[src/rtl/enlynx_readout.sv]
// Counter-snapshot readout: latches an event-encoder counter vector and
// streams it out as a framed word sequence (header, counters, overflow flags).
module enlynx_readout #(
  parameter int N_METRICS     = 13,
  parameter int COUNTER_WIDTH = 32
) (
  input  logic                                     clk,
  input  logic                                     rst_n,
  input  logic [N_METRICS-1:0][COUNTER_WIDTH-1:0]  counters_i,
  input  logic [N_METRICS-1:0]                     overflow_i,
  input  logic                                     capture_i,
  input  logic                                     eop_i,
  output logic [COUNTER_WIDTH-1:0]                 data_o,
  output logic                                     valid_o,
  input  logic                                     ready_i,
  output logic                                     last_o,
  output logic                                     busy_o,
  output logic [7:0]                               dropped_o
);

  localparam int IDX_W = (N_METRICS > 1) ? $clog2(N_METRICS) : 1;

  typedef enum logic [1:0] {IDLE, HEADER, DATA, FLAGS} state_t;

  state_t                   state;
  logic [COUNTER_WIDTH-1:0] snap [N_METRICS];
  logic [N_METRICS-1:0]     snap_ovf;
  logic [7:0]               seq;
  logic [IDX_W-1:0]         index;

  logic                     pulse;
  logic                     handshake;
  logic [IDX_W-1:0]         index_next;
  logic [COUNTER_WIDTH-1:0] header_word;

  assign pulse       = capture_i | eop_i;
  assign handshake   = valid_o & ready_i;
  assign index_next  = index + 1'b1;
  // Type bit follows eop_i, so a coincident capture/eop yields an eop frame.
  assign header_word = COUNTER_WIDTH'({8'hA5, seq, 8'(N_METRICS), 7'd0, eop_i});

  // NOTE: all state uses non-blocking assignments so every register samples
  // pre-edge values; blocking here would create order-dependent simulation.
  always_ff @(posedge clk) begin
    if (!rst_n) begin
      state     <= IDLE;
      data_o    <= '0;
      valid_o   <= 1'b0;
      last_o    <= 1'b0;
      busy_o    <= 1'b0;
      seq       <= '0;
      dropped_o <= '0;
      index     <= '0;
      snap_ovf  <= '0;
      // NOTE: the snapshot array is cleared on reset because a known-zero
      // snapshot is part of the reset state; plain storage would skip this.
      for (int i = 0; i < N_METRICS; i++) snap[i] <= '0;
    end else begin
      if (state != IDLE && pulse && dropped_o != 8'hFF)
        dropped_o <= dropped_o + 8'd1;

      case (state)
        IDLE: begin
          if (pulse) begin
            for (int i = 0; i < N_METRICS; i++) snap[i] <= counters_i[i];
            snap_ovf <= overflow_i;
            data_o   <= header_word;
            valid_o  <= 1'b1;
            busy_o   <= 1'b1;
            seq      <= seq + 8'd1;
            state    <= HEADER;
          end
        end
        HEADER: begin
          if (handshake) begin
            data_o <= snap[0];
            index  <= '0;
            state  <= DATA;
          end
        end
        DATA: begin
          if (handshake) begin
            if (index == IDX_W'(N_METRICS - 1)) begin
              data_o <= COUNTER_WIDTH'(snap_ovf);
              last_o <= 1'b1;
              state  <= FLAGS;
            end else begin
              index  <= index_next;
              data_o <= snap[index_next];
            end
          end
        end
        FLAGS: begin
          if (handshake) begin
            data_o  <= '0;
            valid_o <= 1'b0;
            last_o  <= 1'b0;
            busy_o  <= 1'b0;
            index   <= '0;
            state   <= IDLE;
          end
        end
        default: state <= IDLE;
      endcase
    end
  end

endmodule

[config.mk]
export PLATFORM = sky130hd
export DESIGN_NAME = enlynx_readout
export DESIGN_NICKNAME = d
export VERILOG_FILES = /design/src/rtl/enlynx_readout.sv
export SDC_FILE = /design/constraint.sdc
export NUM_CORES = 1
export LEC_CHECK = 0
export CAP_MARGIN = 10
export CORE_MARGIN = 1
export CORE_UTILIZATION = 43
export CTS_CLUSTER_SIZE = 40
export DETAILED_ROUTE_END_ITERATION = 10
export PLACE_DENSITY = 0.73
export SLEW_MARGIN = 20
export SYNTH_ARGS = -nofsm -noshare
export SYNTH_HDL_FRONTEND = slang
export SYNTH_SLANG_ARGS = --single-unit
export TNS_END_PERCENT = 20
[constraint.sdc]
create_clock -name clk -period 15.25 [get_ports clk]
set_input_delay 1.525 -clock clk [delete_from_list [all_inputs] [get_ports clk]]
set_output_delay 1.525 -clock clk [all_outputs]
set_load 0.02 [all_outputs]
* Yosys cells after proc, flatten, opt, wreduce, memory -nomap -nowiden
Memory sizes are Yosys's and may differ from the RTL's. Cells that the tools add are included.
Cells by class: reduce and logical (&&, ||, !) cells 14, equal/unequal tests 12, add/subtract/negate cells 3, bitwise logic cells 15, mux-type cells 40
Operators with widths (number):
- $mux 32 | 18
- $pmux 32 s4 | 1
- $add 8x1->8 const B | 2
- $or 1x1->1 | 14
- $mux 4 | 3
- $ne 2x2->1 const B | 6
- $reduce_and 4->1 | 3
- $mux 2 | 5
- $mux 1 | 9
- $ne 8x8->1 const B | 1
- $pmux 2 s4 | 1
- $pmux 4 s2 | 1
- $reduce_bool 2->1 | 4
- $reduce_and 5->1 | 1
- $add 4x1->4 const B | 1
- $eq 2x2->1 const B | 2
- $eq 4x4->1 const B | 1
- $pmux 1 s2 | 2
- $reduce_and 3->1 | 1
- $eq 2x1->1 const B | 1
- $logic_and 1x1->1 | 2
- $logic_not 2->1 | 1
- $ne 2x1->1 const B | 1
- $reduce_and 2->1 | 1
- 2 further kinds | 2
Storage, ports and cells: bits of input ports 434, output and inout bits 43, bits in writable memories 416, logic and storage cells 93, register bits after elaboration 69, memories kept 1
Memories:
- snap | depth 13, width 32, read ports 2, clocked after Yosys merged registers in 0, write ports 13, line 26 | logic [COUNTER_WIDTH-1:0] snap [N_METRICS];

* Logic depth before layout (Yosys ltp)
Gate-level depths: netlist of run 1.
depth after elaboration 6, gate-level depth with buffers 12, gate-level depth less buffers 7

* Least setup slack after synthesis of run 1
No wires, ideal clock.
kind in2reg, start point in eop_i, end point mem snap[0][0], enable pin, buffers on the path 1, arrival time 8.970 ns, stages on the path 3, required time 12.243 ns, setup time 3.007 ns, setup slack 3.273 ns, cell sequence o21ai_1 > clkbuf_1 > nand2_1
RTL lines:
- from (decl) | line 12 | input logic eop_i,
- to (decl) | line 26

==> metrics.cfg, run 1 <==
[layout]
layout.nets = 2331
multiInputGateArea_sq_um = 7320
finish.utilization_pct = 57.3
highest_count_cells_in_the_layout_ignoring_fill_and_taps = sky130_fd_sc_hd__clkdlybuf4s50_1, sky130_fd_sc_hd__edfxtp_1, sky130_fd_sc_hd__and3_1
share_of_layout_cells_above_drive_strength_1_pct = 11.1
n_fill_cell = 4010
final_common_cell = sky130_fd_sc_hd__clkdlybuf4s50_1
layout-area-overhead-vs-synth_pct = 31.6
seqCellArea_sq_um = 13900

[status]
status = complete, no violations

[route]
vias_per_cell = 5.57
drt_pre_antenna_iters = 5
vias = 14600
post-route-drc-count = 0
detail-route-antenna-nets = 0
drt-total-wl_mm = 61.5
drt_iter0_drc = 1584
post_drt_wl_per_cell_um = 23.5

[global_route]
largest_net_degree_at_the_start_of_global_routing = 199
grt.overflow.total = 0
first_pass_grt_wire_length_mm = 88.3
first_global_vias = 14200
grt.total_usage_pct = 23.4
antenna_found_initial = 14

[setup_path]
reg2reg_slack_ns = 11.30
worst_reg2reg_path_endpoint = data_o[10]
timing.critical_path.depth = 7
cp_common_cell = sky130_fd_sc_hd__buf_4
timing.critical_path.arrival_ns = 4.82
path_class = primary input to register
cells_on_worst_reg2reg_path = 7
worst_setup_path_start_kind = primary input
worst_ep_required_time_ns = 15.51
worst_path_max_delay_cell = sky130_fd_sc_hd__buf_4
timing.rr.start = index[0]
cp_cell_sequence = clkdlybuf4s50_1 -> o21ai_2 -> buf_4 -> nand2_4 -> buf_4 -> buf_4 -> buf_16
path_buf_inv = 5
worst_path_dominant_cell_family = buffers and inverters
cp-end-kind = register
worstPathMaxFanout = 72
slowest_delay_ns = 0.82

[place]
detailedPlacementHpwl_mm = 42.9
buffer_ports.inserted = 476
global_placement_routability_congestion = 0.854

[clock_network]
cts_tree = built
clkLatencyLatePin_ns = 0.59
htreeDepth = 2
post_cts.repair.setup_buffers = 0
cts_root_buf = sky130_fd_sc_hd__clkbuf_16
clkSinkCount = 485
cts_hold_repair.buffers = 0
clock_tree.buffer_depth = 3
cts.clk_slew.worst_paths_ns = 0.06
post_cts_resized = 0
cts-buffers-inserted = 51

[synth]
mappedNetlistNets = 1922
yosys.cell_types.count = 50
post_synth_inst_count = 1479
ys.warnings.count = 0
edff_count_synth = 416
async_reset_ff_share_pct = 0
yosysSeqAreaShare_pct = 63.6
syn_avg_cell_area_sq_um = 14.7
ys_seq_elements = 485
ys.flop_type = sky130_fd_sc_hd__edfxtp_1
synthesis.area_sq_um = 21800

[sta]
finalMaxSlewViolations = 0
max_slew_margin_pct = 25.7
setup_tns_ns = 0
timing.final.crit_share_pct = 29.9
grt_setup_unrepaired = false
timing_hold_violations_final = 0
fin_worst_skew_ns = 0.0271
finalSetupViolations = 0
finalWorstPathRequiredPeriod_ns = 4.56
worst-slew-pin-transition_ns = 1.11
timing.fmax_mhz = 219

[power]
leakage_nw = 11.4
final_total_power_w = 0.00443
ir_drop_mv = 0.0934
power_density_nw_per_um2 = 154

[run]
cap_viol_max_count = 0

[worst_hold_path]
worst_hold_path.endpoint = last_o
hp-class = register to register
hold_startpoint = last_o
hold-path-cell-count = 2

[floorplan]
num_io_pins = 477
placementRows = 82
chipHeight_um = 227
die_boundary_width_um = 227
floorplan.initialDensity_pct = 43.5
design.core.area_sq_um = 50100
design.die.area_sq_um = 51600

## per-stage QoR
stage          cell area [sq um]  hold slack (ns)  setup slack [ns]  instances
2_1_floorplan              21800            0.443              3.27       1479
5_1_grt                    28700            0.497             10.47       2614
6_report                   28700            0.472             10.69       2616
4_1_cts                    28600            0.469             10.49       2599
3_3_place_gp               27000            0.453              9.94       2504
3_5_place_dp               27000            0.454              9.87       2504
## cell usage after synthesis, types with 4 or more instances
master / count / share of area, %
sky130_fd_sc_hd__edfxtp_1: 416 / 57
sky130_fd_sc_hd__and3_1: 324 / 9.3
sky130_fd_sc_hd__and2_1: 114 / 3.3
sky130_fd_sc_hd__clkbuf_1: 112 / 1.9
sky130_fd_sc_hd__mux4_2: 111 / 11
sky130_fd_sc_hd__dfxtp_1: 69 / 6.3
sky130_fd_sc_hd__nand2_1: 61 / 1.1
sky130_fd_sc_hd__a21boi_0: 27 / 0.93
sky130_fd_sc_hd__mux2i_1: 26 / 1.2
sky130_fd_sc_hd__nand3_1: 24 / 0.55
sky130_fd_sc_hd__inv_1: 14 / 0.24
sky130_fd_sc_hd__a221oi_1: 13 / 0.52
sky130_fd_sc_hd__o221ai_1: 13 / 0.52
sky130_fd_sc_hd__o211a_1: 12 / 0.55
sky130_fd_sc_hd__buf_2: 11 / 0.25
sky130_fd_sc_hd__xnor2_1: 11 / 0.44
sky130_fd_sc_hd__o21ai_1: 10 / 0.23
sky130_fd_sc_hd__ha_1: 9 / 0.52
sky130_fd_sc_hd__o21ai_0: 9 / 0.21
sky130_fd_sc_hd__a21oi_1: 8 / 0.18
sky130_fd_sc_hd__a221o_1: 8 / 0.37
sky130_fd_sc_hd__a22oi_1: 8 / 0.28
sky130_fd_sc_hd__nor2_1: 8 / 0.14
sky130_fd_sc_hd__buf_4: 6 / 0.21
sky130_fd_sc_hd__nor2b_1: 6 / 0.17
sky130_fd_sc_hd__nor3_1: 6 / 0.14
sky130_fd_sc_hd__buf_6: 5 / 0.26
sky130_fd_sc_hd__a21o_1: 4 / 0.14
sky130_fd_sc_hd__a41oi_1: 4 / 0.16
sky130_fd_sc_hd__buf_1: 4 / 0.069
## final cells by class
type | count | share of cell area (%)
Clock buffer | 68 | 4.82
Inverter | 14 | 0.183
Antenna cell | 14 | 0.122
Tap cell | 672 | 2.93
Multi-Input combinational cell | 842 | 25.5
Sequential cell | 485 | 48.4
Clock inverter | 27 | 0.680
Timing Repair Buffer | 494 | 17.4
## layer usage
layer	GRT usage, %	up-vias	wire length (um)
met3	4.35	90	4630
met2	36.5	649	29500
li1	-	6581	-
met4	6.93	4	1340
met5	0	-	24
met1	33.3	7238	26000
## flip-flops by register name (all words and copies together), names as in the netlist
| register | count |
|---|---|
| data_o | 32 |
| state | 2 |
| seq | 8 |
| index | 4 |
| snap_ovf | 13 |
| snap | 416 |
| busy_o | 1 |
| dropped_o | 8 |
| last_o | 1 |
## worst max-delay path by stage
stage	to	startpoint	slack, ns
2_1_floorplan	snap[0][0]	eop_i	3.27
3_3_place_gp	snap[4][19]	eop_i	9.94
3_5_place_dp	snap[7][19]	eop_i	9.87
4_1_cts	snap[12][22]	eop_i	10.49
5_1_grt	snap[12][23]	eop_i	10.47
6_report	snap[4][19]	eop_i	10.69
## power breakdown
part           leakage, nW  internal (W)  switching [W]  total [W]
Clock                0.777      0.000670       0.000510    0.00118
Combinational         5.54      0.000513       0.000619    0.00113
Sequential            5.12       0.00195       0.000160    0.00211
Total                 11.4       0.00314        0.00129    0.00443
## tightest hold or removal path, stage by stage, from the launching register on
cell and delay (ns):
sky130_fd_sc_hd__dfxtp_1 0.33, sky130_fd_sc_hd__a21oi_1 0.04, sky130_fd_sc_hd__nor2_1 0.07
## kinds of logic (layout without fill, tap and decap cells)
kind of cell / after synthesis / in the layout / synth area share [%]
simple gates: 554 / 554 / 15.0
flops: 485 / 485 / 63.6
buf+inv: 152 / 603 / 2.96
mux: 137 / 137 / 12.7
compound gates: 127 / 127 / 4.51
xor+xnor: 15 / 15 / 0.689
fa+ha+maj: 9 / 9 / 0.517
other cells: 0 / 14 / 0
Power figures use the tool's default switching activity.
==> run 2, diff against run 1 <==
--- a/config.mk
+++ b/config.mk
@@ -10,7 +10,7 @@
 export CORE_UTILIZATION = 43
 export CTS_CLUSTER_SIZE = 40
 export DETAILED_ROUTE_END_ITERATION = 10
-export PLACE_DENSITY = 0.73
+export PLACE_DENSITY = 0.75
 export SLEW_MARGIN = 20
 export SYNTH_ARGS = -nofsm -noshare
 export SYNTH_HDL_FRONTEND = slang
==> constraint.sdc (replaced) <==
create_clock -name clk -period 4 [get_ports clk]
set_input_delay 0.4 -clock clk [delete_from_list [all_inputs] [get_ports clk]]
set_output_delay 0.4 -clock clk [all_outputs]
set_load 0.02 [all_outputs]
==> run 2 against run 1 <==
Compared with the run above: wire length grew 4.0%; global-route usage grew 1.0 points; register-to-register slack lost 10 ns; sequential power grew to 3.8 times the previous value; utilization grew 0.25 points; flip-flop and latch count is the same; via count grew 1.2%.
==> metrics.cfg, run 2 (synthesized netlist as in run 1, its figures left out) <==
[route]
drt_pre_antenna_iters = 7  ; was 5
drt_iter0_drc = 1563  ; was 1,584
vias_per_cell = 5.62  ; was 5.57
post_drt_wl_per_cell_um = 24.4  ; was 23.5 um
vias = 14700  ; was 14,600
drt-total-wl_mm = 64.0  ; was 61.5 mm
detail-route-antenna-nets = 0  ; unchanged
post-route-drc-count = 0  ; unchanged

[global_route]
grt.overflow.total = 0  ; unchanged
global_route.peak_usage_layer = met2  ; unchanged
antenna_found_initial = 16  ; was 14
globalRouteMet1Util_pct = 34.1  ; was 33.3%
grt_use_met2_pct = 37.4  ; was 36.5%
first_pass_grt_wire_length_mm = 91.3  ; was 88.3 mm
grt.total_usage_pct = 24.4  ; was 23.4%
largest_net_degree_at_the_start_of_global_routing = 194  ; was 199
first_global_vias = 14700  ; was 14,200
grt_util_met3_pct = 5.05  ; was 4.35%

[setup_path]
path_buf_inv = 2  ; was 5
cells_on_worst_reg2reg_path = 8  ; was 7
worst_ep_required_time_ns = 4.50  ; was 15.51 ns
timing.critical_path.arrival_ns = 3.44  ; was 4.82 ns
worst_path_dominant_cell_family = simple AND/OR/NAND/NOR gates  ; was buffers and inverters
timing.rr.start = state[1]  ; was index[0]
cp-end-kind = register  ; unchanged
cp-startpoint = state[1]  ; was eop_i
worst_path_max_delay_cell = sky130_fd_sc_hd__and4_1  ; was sky130_fd_sc_hd__buf_4
timing.critical_path.depth = 8  ; was 7
path_class = register to register  ; was primary input to register
worst_setup_path_start_kind = register  ; was primary input
cp_cell_sequence = inv_1 -> ha_1 -> buf_4 -> nor3_2 -> o21a_2 -> and4_1 -> a22oi_1 -> o21ai_1  ; was clkdlybuf4s50_1 -> o21ai_2 -> buf_4 -> nand2_4 -> buf_4 -> buf_4 -> buf_16
worstPathMaxFanout = 26  ; was 72
slowest_delay_ns = 0.71  ; was 0.82 ns

[worst_hold_path]
hp-class = primary input to register  ; was register to register
hold-path-cell-count = 2  ; unchanged
hold_startpoint = rst_n  ; was last_o

[layout]
final_common_cell = sky130_fd_sc_hd__clkdlybuf4s50_1  ; unchanged
layout.cells.non_filler = 2622  ; was 2,616
layout-area-overhead-vs-synth_pct = 32.2  ; was 31.6%
design_area_sq_um = 28800  ; was 28,700 sq um
flip_flop_count_of_the_largest_register_all_copies_and_words_added = 416  ; unchanged
highest_count_cells_in_the_layout_ignoring_fill_and_taps = sky130_fd_sc_hd__clkdlybuf4s50_1, sky130_fd_sc_hd__edfxtp_1, sky130_fd_sc_hd__and3_1  ; unchanged
layout.nets = 2343  ; was 2,331
share_of_layout_cells_above_drive_strength_1_pct = 11.7  ; was 11.1%
largest-register = snap  ; unchanged
largest_registers = snap (416), data_o (32), snap_ovf (13)  ; unchanged

[clock_network]
clkLatencyLatePin_ns = 0.59  ; about the same
cts_tree = built  ; unchanged
htreeDepth = 2  ; unchanged
cts_hold_repair.buffers = 0  ; unchanged
cts_root_buf = sky130_fd_sc_hd__clkbuf_16  ; unchanged
clkSinkCount = 485  ; unchanged
cts-buffers-inserted = 50  ; was 51
post_cts.repair.setup_buffers = 0  ; unchanged
cts.clk_slew.worst_paths_ns = 0.06  ; about the same
clock_tree.buffer_depth = 3  ; unchanged
post_cts_resized = 0  ; unchanged

[sta]
finalSetupViolations = 0  ; unchanged
timing_hold_violations_final = 0  ; unchanged
timing.fmax_mhz = 340
grt_setup_unrepaired = false  ; unchanged
worst-slew-pin-transition_ns = 0.912  ; was 1.11 ns
finalMaxSlewViolations = 0  ; unchanged
fin_worst_skew_ns = 0.0198  ; was 0.0271 ns
setup_tns_ns = 0  ; unchanged
timing.final.crit_share_pct = 73.5
max_slew_margin_pct = 39.2  ; was 25.7%
finalWorstPathRequiredPeriod_ns = 2.94

[power]
leakage_nw = 11.5  ; was 11.4 nW
ir_drop_mv = 0.384  ; was 0.0934 mV
final_total_power_w = 0.0169  ; was 0.00443 W
power_density_nw_per_um2 = 588  ; was 154 nW/um^2

[place]
postPlaceCellArea_sq_um = 27200  ; was 27,000 sq um
placed_cells_incl_taps = 2520  ; was 2,504
detailedPlacementHpwl_mm = 46.1  ; was 42.9 mm
buffer_ports.inserted = 476  ; unchanged
global_placement_routability_congestion = 0.889  ; was 0.854

[floorplan]
design.die.area_sq_um = 51600  ; unchanged
num_io_pins = 477  ; unchanged
design.core.area_sq_um = 50100  ; unchanged
placementRows = 82  ; unchanged
floorplan.initialDensity_pct = 43.5  ; unchanged
chipHeight_um = 227  ; unchanged
die_boundary_width_um = 227  ; unchanged

[status]
status = complete, no violations  ; unchanged

[run]
cap_viol_max_count = 0  ; unchanged

-- run 2: cell types whose count changed in the layout (fill, tap and decap cells not counted), moves of 2 or more --
cell | previous run | this run
sky130_fd_sc_hd__buf_12 | 1 | 11
sky130_fd_sc_hd__buf_16 | 3 | 0
sky130_fd_sc_hd__buf_4 | 13 | 20
sky130_fd_sc_hd__clkbuf_1 | 14 | 12
sky130_fd_sc_hd__diode_2 | 14 | 11
-- run 2: final cells by class --
class,instances,area [sq um]
antenna,11,27.5
clock buffer,65,1360
clock inverter,26,180
fill,4004,21300
inverter,14,52.6
multi-input combinational,842,7330
sequential,485,13900
tap,672,841
timing repair buffer,507,5140
-- run 2: final timing paths --
check	to	slack (ns)
setup / recovery	data_o[14]	1.06
hold / removal	dropped_o[3]	0.32
setup reg to reg	data_o[14]	1.06
hold reg to reg	snap_ovf[10]	0.48
-- run 2: metal layers --
metal  share of wire, %  wire length, um
met1                 42            26900
met2                 47            29800
met3                8.2             5250
met4                3.2             2020
met5               0.10               65
-- run 2: report_power, final --
part           switching (W)  leakage, nW  internal [W]  total [W]
registers           0.000641         5.12       0.00745    0.00809
logic                0.00237         5.62       0.00202    0.00439
clock network        0.00194        0.763       0.00252    0.00446
-- run 2: worst register-to-register path, stage by stage (launching register included) --
cell and delay (ns):
sky130_fd_sc_hd__dfxtp_1 0.38, sky130_fd_sc_hd__inv_1 0.10, sky130_fd_sc_hd__ha_1 0.20, sky130_fd_sc_hd__buf_4 0.22, sky130_fd_sc_hd__nor3_2 0.40, sky130_fd_sc_hd__o21a_2 0.53
sky130_fd_sc_hd__and4_1 0.71, sky130_fd_sc_hd__a22oi_1 0.20, sky130_fd_sc_hd__o21ai_1 0.12
-- run 2: per-stage QoR --
step | setup slack [ns] | util (%) | hold slack (ns)
2_1_floorplan | 0.563 | - | 0.443
3_3_place_gp | 1.25 | 54.4 | 0.463
3_5_place_dp | 1.14 | 54.4 | 0.469
4_1_cts | 1.12 | 57.5 | 0.289
5_1_grt | 0.901 | 57.5 | 0.331
6_report | 1.06 | 57.5 | 0.316
